[config.mk]
export PLATFORM = sky130hd
export DESIGN_NAME = weight_streamer
export DESIGN_NICKNAME = d
export VERILOG_FILES = /design/src/rtl/weight_streamer.sv
export SDC_FILE = /design/constraint.sdc
export NUM_CORES = 1
export LEC_CHECK = 0
export ABC_AREA = 1
export BUFFER_PORTS_ARGS = -buffer_cell sky130_fd_sc_hd__buf_2
export CAP_MARGIN = 0
export CORE_ASPECT_RATIO = 0.7
export CORE_MARGIN = 2
export CORE_UTILIZATION = 54
export CTS_BUF_LIST = sky130_fd_sc_hd__clkbuf_8
export DETAILED_ROUTE_END_ITERATION = 10
export PLACE_DENSITY = 0.82
export RECOVER_POWER = 100
export SLEW_MARGIN = 20
export SYNTH_ARGS = -nofsm -noshare
export SYNTH_HDL_FRONTEND = slang
export SYNTH_SLANG_ARGS = --single-unit
export TNS_END_PERCENT = 1
[constraint.sdc]
create_clock -name clk -period 2.3 [get_ports clk]
set_input_delay 0.46 -clock clk [delete_from_list [all_inputs] [get_ports clk]]
set_output_delay 0.46 -clock clk [all_outputs]
set_load 0.02 [all_outputs]
[src/rtl/weight_streamer.sv]
// Read-side sequencer for a 1-cycle-latency weight ROM, streaming words through a 2-entry buffer.
// Optional backpressure counter on stall_cycles is built when WEIGHT_STREAMER_STALL_CNT_EN is defined.
module weight_streamer #(
    parameter int unsigned  DATA_WIDTH  = 32,
    parameter int unsigned  NUM_WEIGHTS = 10,
    parameter int unsigned  PASSES      = 1,
    localparam int unsigned AW          = (NUM_WEIGHTS > 1) ? $clog2(NUM_WEIGHTS) : 1
) (
    input  logic                  clk,
    input  logic                  rst,
    input  logic                  start,
    output logic                  busy,
    output logic                  done,
    output logic [AW-1:0]         rom_addr,
    input  logic [DATA_WIDTH-1:0] rom_dout,
    output logic                  m_valid,
    input  logic                  m_ready,
    output logic [DATA_WIDTH-1:0] m_data,
    output logic [AW-1:0]         m_index,
    output logic                  m_last,
    output logic [31:0]           stall_cycles
);
    localparam int unsigned   PW        = (PASSES > 1) ? $clog2(PASSES) : 1;
    localparam logic [AW-1:0] LAST_ADDR = AW'(NUM_WEIGHTS - 1);
    localparam logic [PW-1:0] LAST_PASS = PW'(PASSES - 1);

    typedef enum logic [1:0] {S_IDLE, S_FETCH, S_DRAIN} state_e;

    state_e                state_q, state_d;
    logic [AW-1:0]         addr_q, addr_d;
    logic [PW-1:0]         pass_q, pass_d;
    logic                  infl_q, infl_d;
    logic [AW-1:0]         infl_idx_q, infl_idx_d;
    logic [1:0]            occ_q, occ_d;
    logic [DATA_WIDTH-1:0] data0_q, data0_d, data1_q, data1_d;
    logic [AW-1:0]         idx0_q, idx0_d, idx1_q, idx1_d;
    logic                  last0_q, last0_d, last1_q, last1_d;
    logic                  valid_q, valid_d;
    logic                  busy_q, busy_d;
    logic                  done_q, done_d;
    logic                  pop, issue, new_last;
    logic [2:0]            level;

    // Next-state: buffer bookkeeping, read issue and job sequencing
    always_comb begin
        pop        = valid_q && m_ready;
        level      = 3'(occ_q) + 3'(infl_q) - 3'(pop);
        issue      = (state_q == S_FETCH) && (level < 3'd2);
        new_last   = (infl_idx_q == LAST_ADDR);
        state_d    = state_q;
        addr_d     = addr_q;
        pass_d     = pass_q;
        infl_d     = issue;
        infl_idx_d = infl_idx_q;
        occ_d      = occ_q;
        data0_d    = data0_q;
        data1_d    = data1_q;
        idx0_d     = idx0_q;
        idx1_d     = idx1_q;
        last0_d    = last0_q;
        last1_d    = last1_q;
        done_d     = 1'b0;

        // Entry 0 is the stream head; entry 1 only fills while the head is stalled
        case ({infl_q, pop})
            2'b01: begin
                data0_d = data1_q;
                idx0_d  = idx1_q;
                last0_d = last1_q;
                occ_d   = occ_q - 2'd1;
            end
            2'b10: begin
                if (occ_q == 2'd0) begin
                    data0_d = rom_dout;
                    idx0_d  = infl_idx_q;
                    last0_d = new_last;
                end else begin
                    data1_d = rom_dout;
                    idx1_d  = infl_idx_q;
                    last1_d = new_last;
                end
                occ_d = occ_q + 2'd1;
            end
            2'b11: begin
                if (occ_q == 2'd1) begin
                    data0_d = rom_dout;
                    idx0_d  = infl_idx_q;
                    last0_d = new_last;
                end else begin
                    data0_d = data1_q;
                    idx0_d  = idx1_q;
                    last0_d = last1_q;
                    data1_d = rom_dout;
                    idx1_d  = infl_idx_q;
                    last1_d = new_last;
                end
            end
            default: ;
        endcase
        valid_d = (occ_d != 2'd0);

        case (state_q)
            S_IDLE: begin
                if (start) begin
                    state_d = S_FETCH;
                end
            end
            S_FETCH: begin
                if (issue) begin
                    infl_idx_d = addr_q;
                    if (addr_q == LAST_ADDR) begin
                        addr_d = '0;
                        if (pass_q == LAST_PASS) begin
                            pass_d  = '0;
                            state_d = S_DRAIN;
                        end else begin
                            pass_d = pass_q + PW'(1);
                        end
                    end else begin
                        addr_d = addr_q + AW'(1);
                    end
                end
            end
            S_DRAIN: begin
                if ((occ_d == 2'd0) && !infl_d) begin
                    state_d = S_IDLE;
                    done_d  = 1'b1;
                end
            end
            default: state_d = S_IDLE;
        endcase
        busy_d = (state_d != S_IDLE);
    end

    always_ff @(posedge clk) begin
        if (rst) begin
            state_q    <= S_IDLE;
            addr_q     <= '0;
            pass_q     <= '0;
            infl_q     <= 1'b0;
            infl_idx_q <= '0;
            occ_q      <= '0;
            data0_q    <= '0;
            data1_q    <= '0;
            idx0_q     <= '0;
            idx1_q     <= '0;
            last0_q    <= 1'b0;
            last1_q    <= 1'b0;
            valid_q    <= 1'b0;
            busy_q     <= 1'b0;
            done_q     <= 1'b0;
        end else begin
            state_q    <= state_d;
            addr_q     <= addr_d;
            pass_q     <= pass_d;
            infl_q     <= infl_d;
            infl_idx_q <= infl_idx_d;
            occ_q      <= occ_d;
            data0_q    <= data0_d;
            data1_q    <= data1_d;
            idx0_q     <= idx0_d;
            idx1_q     <= idx1_d;
            last0_q    <= last0_d;
            last1_q    <= last1_d;
            valid_q    <= valid_d;
            busy_q     <= busy_d;
            done_q     <= done_d;
        end
    end

`ifdef WEIGHT_STREAMER_STALL_CNT_EN
    logic [31:0] stall_q, stall_d;

    // Saturating count of stalled head cycles, restarted by each accepted job
    always_comb begin
        stall_d = stall_q;
        if ((state_q == S_IDLE) && start) begin
            stall_d = '0;
        end else if (valid_q && !m_ready && (stall_q != 32'hFFFF_FFFF)) begin
            stall_d = stall_q + 32'd1;
        end
    end

    always_ff @(posedge clk) begin
        if (rst) begin
            stall_q <= '0;
        end else begin
            stall_q <= stall_d;
        end
    end

    assign stall_cycles = stall_q;
`else
    assign stall_cycles = 32'd0;
`endif

    assign busy     = busy_q;
    assign done     = done_q;
    assign rom_addr = addr_q;
    assign m_valid  = valid_q;
    assign m_data   = data0_q;
    assign m_index  = idx0_q;
    assign m_last   = last0_q;

endmodule

==> impl_metrics.toml, run 1 <==
[synth]
synth_ff_type = "dfxtp_1"
synth.cells.most_frequent = "a21oi_1, nand2_1, dfxtp_1"
syn_area_um2 = 4190
synthTopCellsByArea = "dfxtp_1, a21oi_1, nand2_1, buf_4, nand3b_1"
synth_area_leader_cell = "dfxtp_1"
synthCells = 560
ys_ff_latch = 90
ys.warnings.count = 0
ys_types = 26
synthArstFlopShare_pct = 0
seq_area_frac_synth_pct = 43.0
syn_area_per_cell_um2 = 7.48
yosysTopAreaCellShare_pct = 43.0
synth_most_common_cell = "a21oi_1"
synth_edf_count = 0

[drt]
antenna_left = 0
drt-total-wl_um = 9480
viasPerCell = 5.23
drcViolationCount = 0
drt_iter0_markers = 237
routedWlPerCell_um = 13.1
via_count = 3775
dr.pass1.iters = 4

[sta]
timing.fmax_mhz = 495
rsz0062_at_grt = "false"
min_period_over_period_pct = 87.9
fin_worst_skew_ns = 0.0107
setup_tns_ns = 0
tightestPinTransition_ns = 0.700
finalHoldViolCount = 0
period_minus_slack_ns = 2.02
maxSlewViolCount = 0
setup_viol_count_final = 0
slew_headroom_pct = 53.3

[global_routing]
track_usage_pct = 22.1
grt-ovfl-total = 0
grt_pass1_vias = 3377
grt_max_degree = 75
grt_pass1_wl_um = 15200
antenna_found_initial = 1

[clocking]
postCtsHoldBufs = 0
clock_latency_ns = 0.34
htreeDepth = 3
clockBufferDepth = 2
cts_tree = "built"
cts_buffers = 9
clkTransAtPathRegs_ns = 0.09
numClockSinks = 90
cts-root-buf = "clkbuf_8"

[cells_and_area]
n_fill_cell = 695
n_antenna_cell = 0
final_cells = 722
area_delta_synth_final_pct = 9.97
post-route-util_pct = 62.1
nNetsFinal = 661
layout-drive-gt1-share_pct = 10.7

[floorplan]
die-area_um2 = 8490
core_area_um2 = 7420
ioPinCount = 112
start_util_pct = 56.5
die_w_um = 109
die_h_um = 77.7
rows = 26

[placement]
gp_congestion = 0.811
hpwl_um = 6160
dp_cells = 706
portBuffers = 79

[power_and_ir_drop]
p_per_area_nw_per_um2 = 1130
ir_drop_mv = 0.548
total_power_mw = 5.21
power_leakage_nw = 1.91

[worst_setup_path]
cp.arrival_ns = 2.29
crit_path_start_kind = "flop"
worstPathRequired_ns = 2.57
cp_max_fo = 38
slowest_delay_ns = 0.57
cp_slowest_cell = "clkbuf_2"
crit_chain = "nand2_2 -> ha_1 -> inv_1 -> nor2_1 -> nor2_4 -> clkbuf_2 -> o21ai_0 -> a21oi_1"
path_class = "flop to flop"
path_delay_family = "buffers and inverters"
cp-end-kind = "flop"
cp_num_buf_inv = 2

[run]
maxCapViolCount = 0

[run_status]
status = "finished, final reports clean"

[hold_path]
hp-class = "input pin to flop"
-- routing by layer --
layer	vias up	routed length, um	GRT usage (%)
met1	1716	4260	28.1
met2	145	4340	36.9
met5	-	11	0
li1	1900	-	-
met4	2	92	4.94
met3	12	776	6.55
-- final cells by class --
cell class | instances | area (um^2) | area share [%]
clock inverters | 5 | 30.0 | 0.652
well taps | 98 | 123 | 2.66
repair buffers | 87 | 460 | 9.99
multi-input cells | 410 | 1960 | 42.6
flip-flops and latches | 90 | 1800 | 39.1
clock buffers | 11 | 151 | 3.29
inverters | 21 | 78.8 | 1.71
-- final timing paths --
| path | startpoint | endpoint | slack (ns) | cells after the start |
|---|---|---|---|---|
| max reg2reg | m_valid | m_data[1] | 0.28 | 8 |
| min | rom_dout[13] | m_data[13] | 0.40 | 3 |
| min reg2reg | data1_q[25] | m_data[25] | 0.46 | 2 |
| max | m_valid | m_data[1] | 0.28 | 8 |
-- per-stage QoR --
stage | setup WS, ns | hold WS, ns | area (um^2)
floorplan | 0.309 | 0.441 | 4310
global placement | 0.179 | 0.448 | 4500
detailed placement | 0.0542 | 0.456 | 4500
CTS | 0.252 | 0.390 | 4680
global route | 0.0498 | 0.395 | 4610
finish | 0.278 | 0.401 | 4610
-- placed cells by master (no fill, tap or decap) --
| cell type | netlist | layout |
|---|---|---|
| inv_1 | 18 | 19 |
| dfxtp_1 | 90 | 90 |
| fa_1 | 1 | 1 |
| nor2_4 | 1 | 1 |
| clkinv_2 | 0 | 2 |
| buf_12 | 0 | 5 |
| inv_2 | 3 | 3 |
| a21oi_1 | 114 | 114 |
| o21bai_1 | 1 | 1 |
| nor3_1 | 1 | 1 |
| buf_4 | 39 | 2 |
| or2_2 | 1 | 1 |
| nand3_1 | 10 | 10 |
| nand2_2 | 2 | 3 |
| clkinv_4 | 0 | 1 |
| buf_2 | 17 | 35 |
| clkbuf_1 | 9 | 44 |
| ha_1 | 5 | 5 |
| o21ai_0 | 41 | 44 |
| nor2_2 | 1 | 1 |
| conb_1 | 1 | 32 |
| clkbuf_2 | 1 | 1 |
| nor2_1 | 61 | 61 |
| clkinvlp_4 | 0 | 1 |
| xnor2_1 | 1 | 1 |
| nand3b_1 | 33 | 33 |
| nand2_1 | 102 | 101 |
| clkbuf_8 | 0 | 11 |
-- tightest hold or removal path: stages --
cell     delay [ns]
buf_2          0.09
a21oi_1        0.06
a21oi_1        0.10
-- power by group --
part | switching, mW | leakage, nW | internal, mW
Sequential | 0.231 | 0.733 | 1.96
Combinational | 1.41 | 1.08 | 0.637
Clock | 0.526 | 0.0965 | 0.447
-- sequential cells by signal, summed over array words and instances, names as in the netlist --
| register | cells |
|---|---|
| data1_q | 32 |
| busy | 1 |
| infl_q | 1 |
| m_last | 1 |
| m_data | 32 |
| infl_idx_q | 4 |
| done | 1 |
| m_index | 4 |
| state_q | 2 |
| occ_q | 2 |
| last1_q | 1 |
| idx1_q | 4 |
| rom_addr | 4 |
| m_valid | 1 |
-- kinds of logic after synthesis --
family,synth area share [%]
compound gates,19.1
xor+xnor,0.209
fa+ha+maj,1.97
buf+inv,12.9
flops,43.0
other cells,0.0895
simple gates,22.7
-- repair_timing --
item	4_1_cts	5_1_grt
gates resized for setup	0	1
setup endpoints to repair	0	1
buffers inserted	0	0
(Power assumes the default switching activity.)
==> inputs of run 2 (changes only) <==
GPL_TIMING_DRIVEN = 0   (was unset)
PLACE_DENSITY = 0.81   (was 0.82)
==> run 2 against run 1 <==
  * Die area did not move
  * Clock power rose by 2%
  * Via count rose by 7.4%
  * Cell area rose by 7.1%
  * Sequential power barely moved
  * Wire length rose by 9.8%
  * Clock-buffer cell count fell by 1
  * Total power rose by 2.3%
  * Critical path type unchanged
==> impl_metrics.toml, run 2 (synthesized netlist as in run 1, its figures left out) <==
[run_status]
status = "finished, final reports clean"

[placement]
hpwl_um = 7610
gp_congestion = 0.821
portBuffers = 79
dp_cells = 768

[power_and_ir_drop]
total_power_mw = 5.33
p_per_area_nw_per_um2 = 1080
ir_drop_mv = 0.539
power_leakage_nw = 2.14

[worst_setup_path]
cp-end-kind = "flop"
cp_slowest_cell = "clkbuf_1"
crit_chain = "nand2_2 -> ha_1 -> inv_1 -> nor2_1 -> nor2_4 -> clkbuf_1 -> clkbuf_2 -> o21ai_0 -> a21oi_1"
cp_max_fo = 10
cp.arrival_ns = 2.35
crit_path_start_kind = "flop"
slowest_delay_ns = 0.38
path_class = "flop to flop"
worstPathRequired_ns = 2.59

[global_routing]
track_usage_pct = 25.3
grt_pass1_wl_um = 17000
antenna_found_initial = 0
grt_pass1_vias = 3667
grt_max_degree = 16
grt-ovfl-total = 0

[sta]
maxSlewViolCount = 0
fin_worst_skew_ns = 0.0110
rsz0062_at_grt = "false"
setup_tns_ns = 0
min_period_over_period_pct = 89.4
timing.fmax_mhz = 486
finalHoldViolCount = 0
whs_ns = 0.370
period_minus_slack_ns = 2.06
setup_viol_count_final = 0

[cells_and_area]
layout-drive-gt1-share_pct = 16.5
final_cells = 784
n_fill_cell = 660
final_cell_mix = "a21oi_1, nand2_1, dfxtp_1"
area_delta_synth_final_pct = 17.8
n_antenna_cell = 0
final_common_cell = "a21oi_1"
nNetsFinal = 723

[floorplan]
start_util_pct = 56.5
die_h_um = 77.7
die-area_um2 = 8490
ioPinCount = 112
rows = 26
die_w_um = 109
core_area_um2 = 7420

[drt]
drt-total-wl_um = 10400
via_count = 4054
drt_iter0_markers = 265
antenna_left = 0
dr.pass1.iters = 5
routedWlPerCell_um = 13.3
drcViolationCount = 0
viasPerCell = 5.17

[clocking]
postCtsSetupBuffers = 0
cts-root-buf = "clkbuf_8"
numClockSinks = 90
cts_buffers = 9
cts_resized = 0
postCtsHoldBufs = 0
clkTransAtPathRegs_ns = 0.09
htreeDepth = 3
clock_latency_ns = 0.36
clockBufferDepth = 2
cts_tree = "built"

[run]
maxCapViolCount = 0

[hold_path]
hp-class = "input pin to flop"
## run 2: routing by layer
metal / part of all wire [%] / global-route usage (%) / vias up
li1: - / - / 2018
met1: 45 / 35.3 / 1860
met2: 45 / 39.6 / 162
met3: 8.6 / 5.80 / 14
met4: 1.5 / 6.20 / 0
met5: 0 / 0 / -
## run 2: per-stage QoR
| step | util (%) | setup WS [ns] | area (um^2) |
|---|---|---|---|
| detailed placement | 65.0 | 0.0787 | 4820 |
| floorplan | - | 0.309 | 4310 |
| global placement | 65.0 | 0.139 | 4820 |
| CTS | 67.5 | 0.275 | 5000 |
| global route | 66.6 | 0.0301 | 4940 |
| finish | 66.6 | 0.243 | 4940 |
## run 2: path summary, 6_finish.rpt
kind / startpoint / end / cells after the start / slack [ns]
setup / recovery: m_valid / m_data[10] / 9 / 0.24
hold / removal: rst / infl_idx_q[0] / 2 / 0.37
setup reg to reg: m_valid / m_data[10] / 9 / 0.24
hold reg to reg: data1_q[6] / m_data[6] / 2 / 0.47
## run 2: layout make-up
class / instances / area, um^2 / share of cell area [%]
clock buffers: 10 / 138 / 2.79
clock inverters: 6 / 41.3 / 0.836
well taps: 98 / 123 / 2.48
inverters: 21 / 78.8 / 1.60
flip-flops and latches: 90 / 1800 / 36.5
repair buffers: 79 / 340 / 6.89
plain buffers: 70 / 453 / 9.17
multi-input cells: 410 / 1960 / 39.7
## run 2: critical path, delay by kind of cell, from the launching register on
kind,cells,cell delay [ns]
flops,1,0.35
fa+ha+maj,1,0.24
simple gates,3,0.30
buf+inv,3,0.83
compound gates,2,0.28
## run 2: where the power goes
part | switching [mW] | internal [mW]
Sequential | 0.233 | 1.96
Combinational | 1.45 | 0.695
Clock | 0.565 | 0.422
Total | 2.25 | 3.08
==> inputs of run 3 (changes only) <==
CORE_UTILIZATION = 53   (was 54)
CTS_BUF_LIST = sky130_fd_sc_hd__clkbuf_16   (was sky130_fd_sc_hd__clkbuf_8)
MAX_ROUTING_LAYER = met4   (was unset)
PLACE_DENSITY = 0.79   (was 0.81)
==> run 3 against run 2 <==
  * Setup slack worse by 0.076 ns
  * Total power increased by 13%
  * Non-clock buffer count is the same
  * Core utilization decreased by 0.93 points
  * Wire length increased by 2.1%
  * Sequential share of layout area shrank 1.2 points
  * Sequential power barely moved
  * Cell count increased by 0.38%
  * Flip-flop and latch count did not move
  * Register-to-register slack lost 0.08 ns
  * Critical path type unchanged
  * Largest power group unchanged
==> impl_metrics.toml, run 3 (synthesized netlist as in run 1, its figures left out) <==
[run_status]
status = "finished, final reports clean"

[drt]
routedWlPerCell_um = 13.5
antenna_left = 0
drt_iter0_markers = 256
viasPerCell = 5.15
drcViolationCount = 0
via_count = 4053
dr.pass1.iters = 5
drt-total-wl_um = 10600

[floorplan]
rows = 27
die_h_um = 78.4
core_area_um2 = 7770
start_util_pct = 53.9
die_w_um = 110
ioPinCount = 112
die-area_um2 = 8650

[sta]
rsz0062_at_grt = "false"
finalHoldViolCount = 0
maxSlewViolCount = 0
setup_tns_ns = 0
timing.fmax_mhz = 469
slew_headroom_pct = 51.5
fin_worst_skew_ns = 0.00985
min_period_over_period_pct = 92.8
whs_ns = 0.386
tightestPinTransition_ns = 0.723
setup_viol_count_final = 0
period_minus_slack_ns = 2.13

[worst_setup_path]
r2r_end = "m_index[3]"
crit_path_start_kind = "flop"
cp_max_fo = 10
slowest_delay_ns = 0.38
cp-end-kind = "flop"
rrSetupSlack_ns = 0.17
cp.arrival_ns = 2.40
crit_end = "m_index[3]"
crit_start = "m_valid"
path_class = "flop to flop"
worstPathRequired_ns = 2.56
crit_chain = "nand2_2 -> ha_1 -> inv_1 -> nor2_1 -> nor2_4 -> clkbuf_1 -> clkbuf_2 -> o21ai_0 -> a21oi_1"
r2r_cells = 9
r2r_start = "m_valid"
cp_slowest_cell = "clkbuf_1"

[cells_and_area]
n_fill_cell = 702
area_delta_synth_final_pct = 21.7
final_common_cell = "a21oi_1"
nNetsFinal = 723
final_cell_mix = "a21oi_1, nand2_1, dfxtp_1"
layout-drive-gt1-share_pct = 16.8
n_antenna_cell = 0

[clocking]
htreeDepth = 3
cts_buffers = 9
clkTransAtPathRegs_ns = 0.07
clockBufferDepth = 2
clock_latency_ns = 0.34
cts_tree = "built"
cts_resized = 0
postCtsHoldBufs = 0
cts-root-buf = "clkbuf_16"
postCtsSetupBuffers = 0
numClockSinks = 90

[global_routing]
antenna_found_initial = 0
grt_pass1_vias = 3606
grt_pass1_wl_um = 16900
grt_max_degree = 15
grt-ovfl-total = 0
track_usage_pct = 25.8

[placement]
portBuffers = 79
gp_congestion = 0.839
hpwl_um = 7500

[power_and_ir_drop]
power_leakage_nw = 2.23
p_per_area_nw_per_um2 = 1180
ir_drop_mv = 0.550

[hold_path]
hp-class = "input pin to flop"

[run]
maxCapViolCount = 0
-- run 3: how the worst min path moves through the flow --
stage,from,to,slack (ns),cells after the start
floorplan,data1_q[24],m_data[24],0.44,2
global placement,idx1_q[0],m_index[0],0.45,2
detailed placement,idx1_q[0],m_index[0],0.45,2
CTS,rst,occ_q[1],0.39,2
global route,rst,infl_idx_q[0],0.40,2
finish,rst,occ_q[1],0.39,2
-- run 3: area by class of cell --
class | count | area [um^2] | area share [%]
clock buffer | 9 | 225 | 4.42
buffer | 70 | 458 | 8.98
timing repair buffer | 79 | 340 | 6.67
sequential | 90 | 1800 | 35.3
multi-input combinational | 410 | 1960 | 38.4
clock inverter | 7 | 109 | 2.13
tap | 101 | 126 | 2.48
inverter | 21 | 78.8 | 1.55
-- run 3: per-stage QoR --
stage | util [%] | cells | area [um^2] | setup slack, ns | power (mW)
after global routing | 65.6 | 787 | 5100 | 0.0181 | 6.38
after CTS | 66.4 | 787 | 5160 | 0.240 | 6.08
after detailed placement | 62.1 | 771 | 4830 | 0.0846 | 4.44
after global placement | 62.1 | 771 | 4830 | 0.133 | 4.36
final | 65.6 | 787 | 5100 | 0.166 | 6.01
after floorplan | - | 591 | 4310 | 0.309 | 3.78
-- run 3: critical path: cells and delay by family (launching register included) --
kind	cells	cell delay (ns)
flops	1	0.37
fa+ha+maj	1	0.24
buf+inv	3	0.83
compound gates	2	0.31
simple gates	3	0.30
-- run 3: metal layers --
| layer | part of all wire, % | GRT usage (%) |
|---|---|---|
| met1 | 45 | 34.6 |
| met2 | 46 | 39.8 |
| met3 | 7.5 | 5.15 |
| met4 | 1.4 | 7.38 |
| met5 | 0 | - |
-- run 3: power breakdown --
part           internal, mW  switching (mW)  leakage [nW]
clock                  1.05           0.593         0.162
combinational         0.697            1.46          1.33
sequential             1.97           0.236         0.733
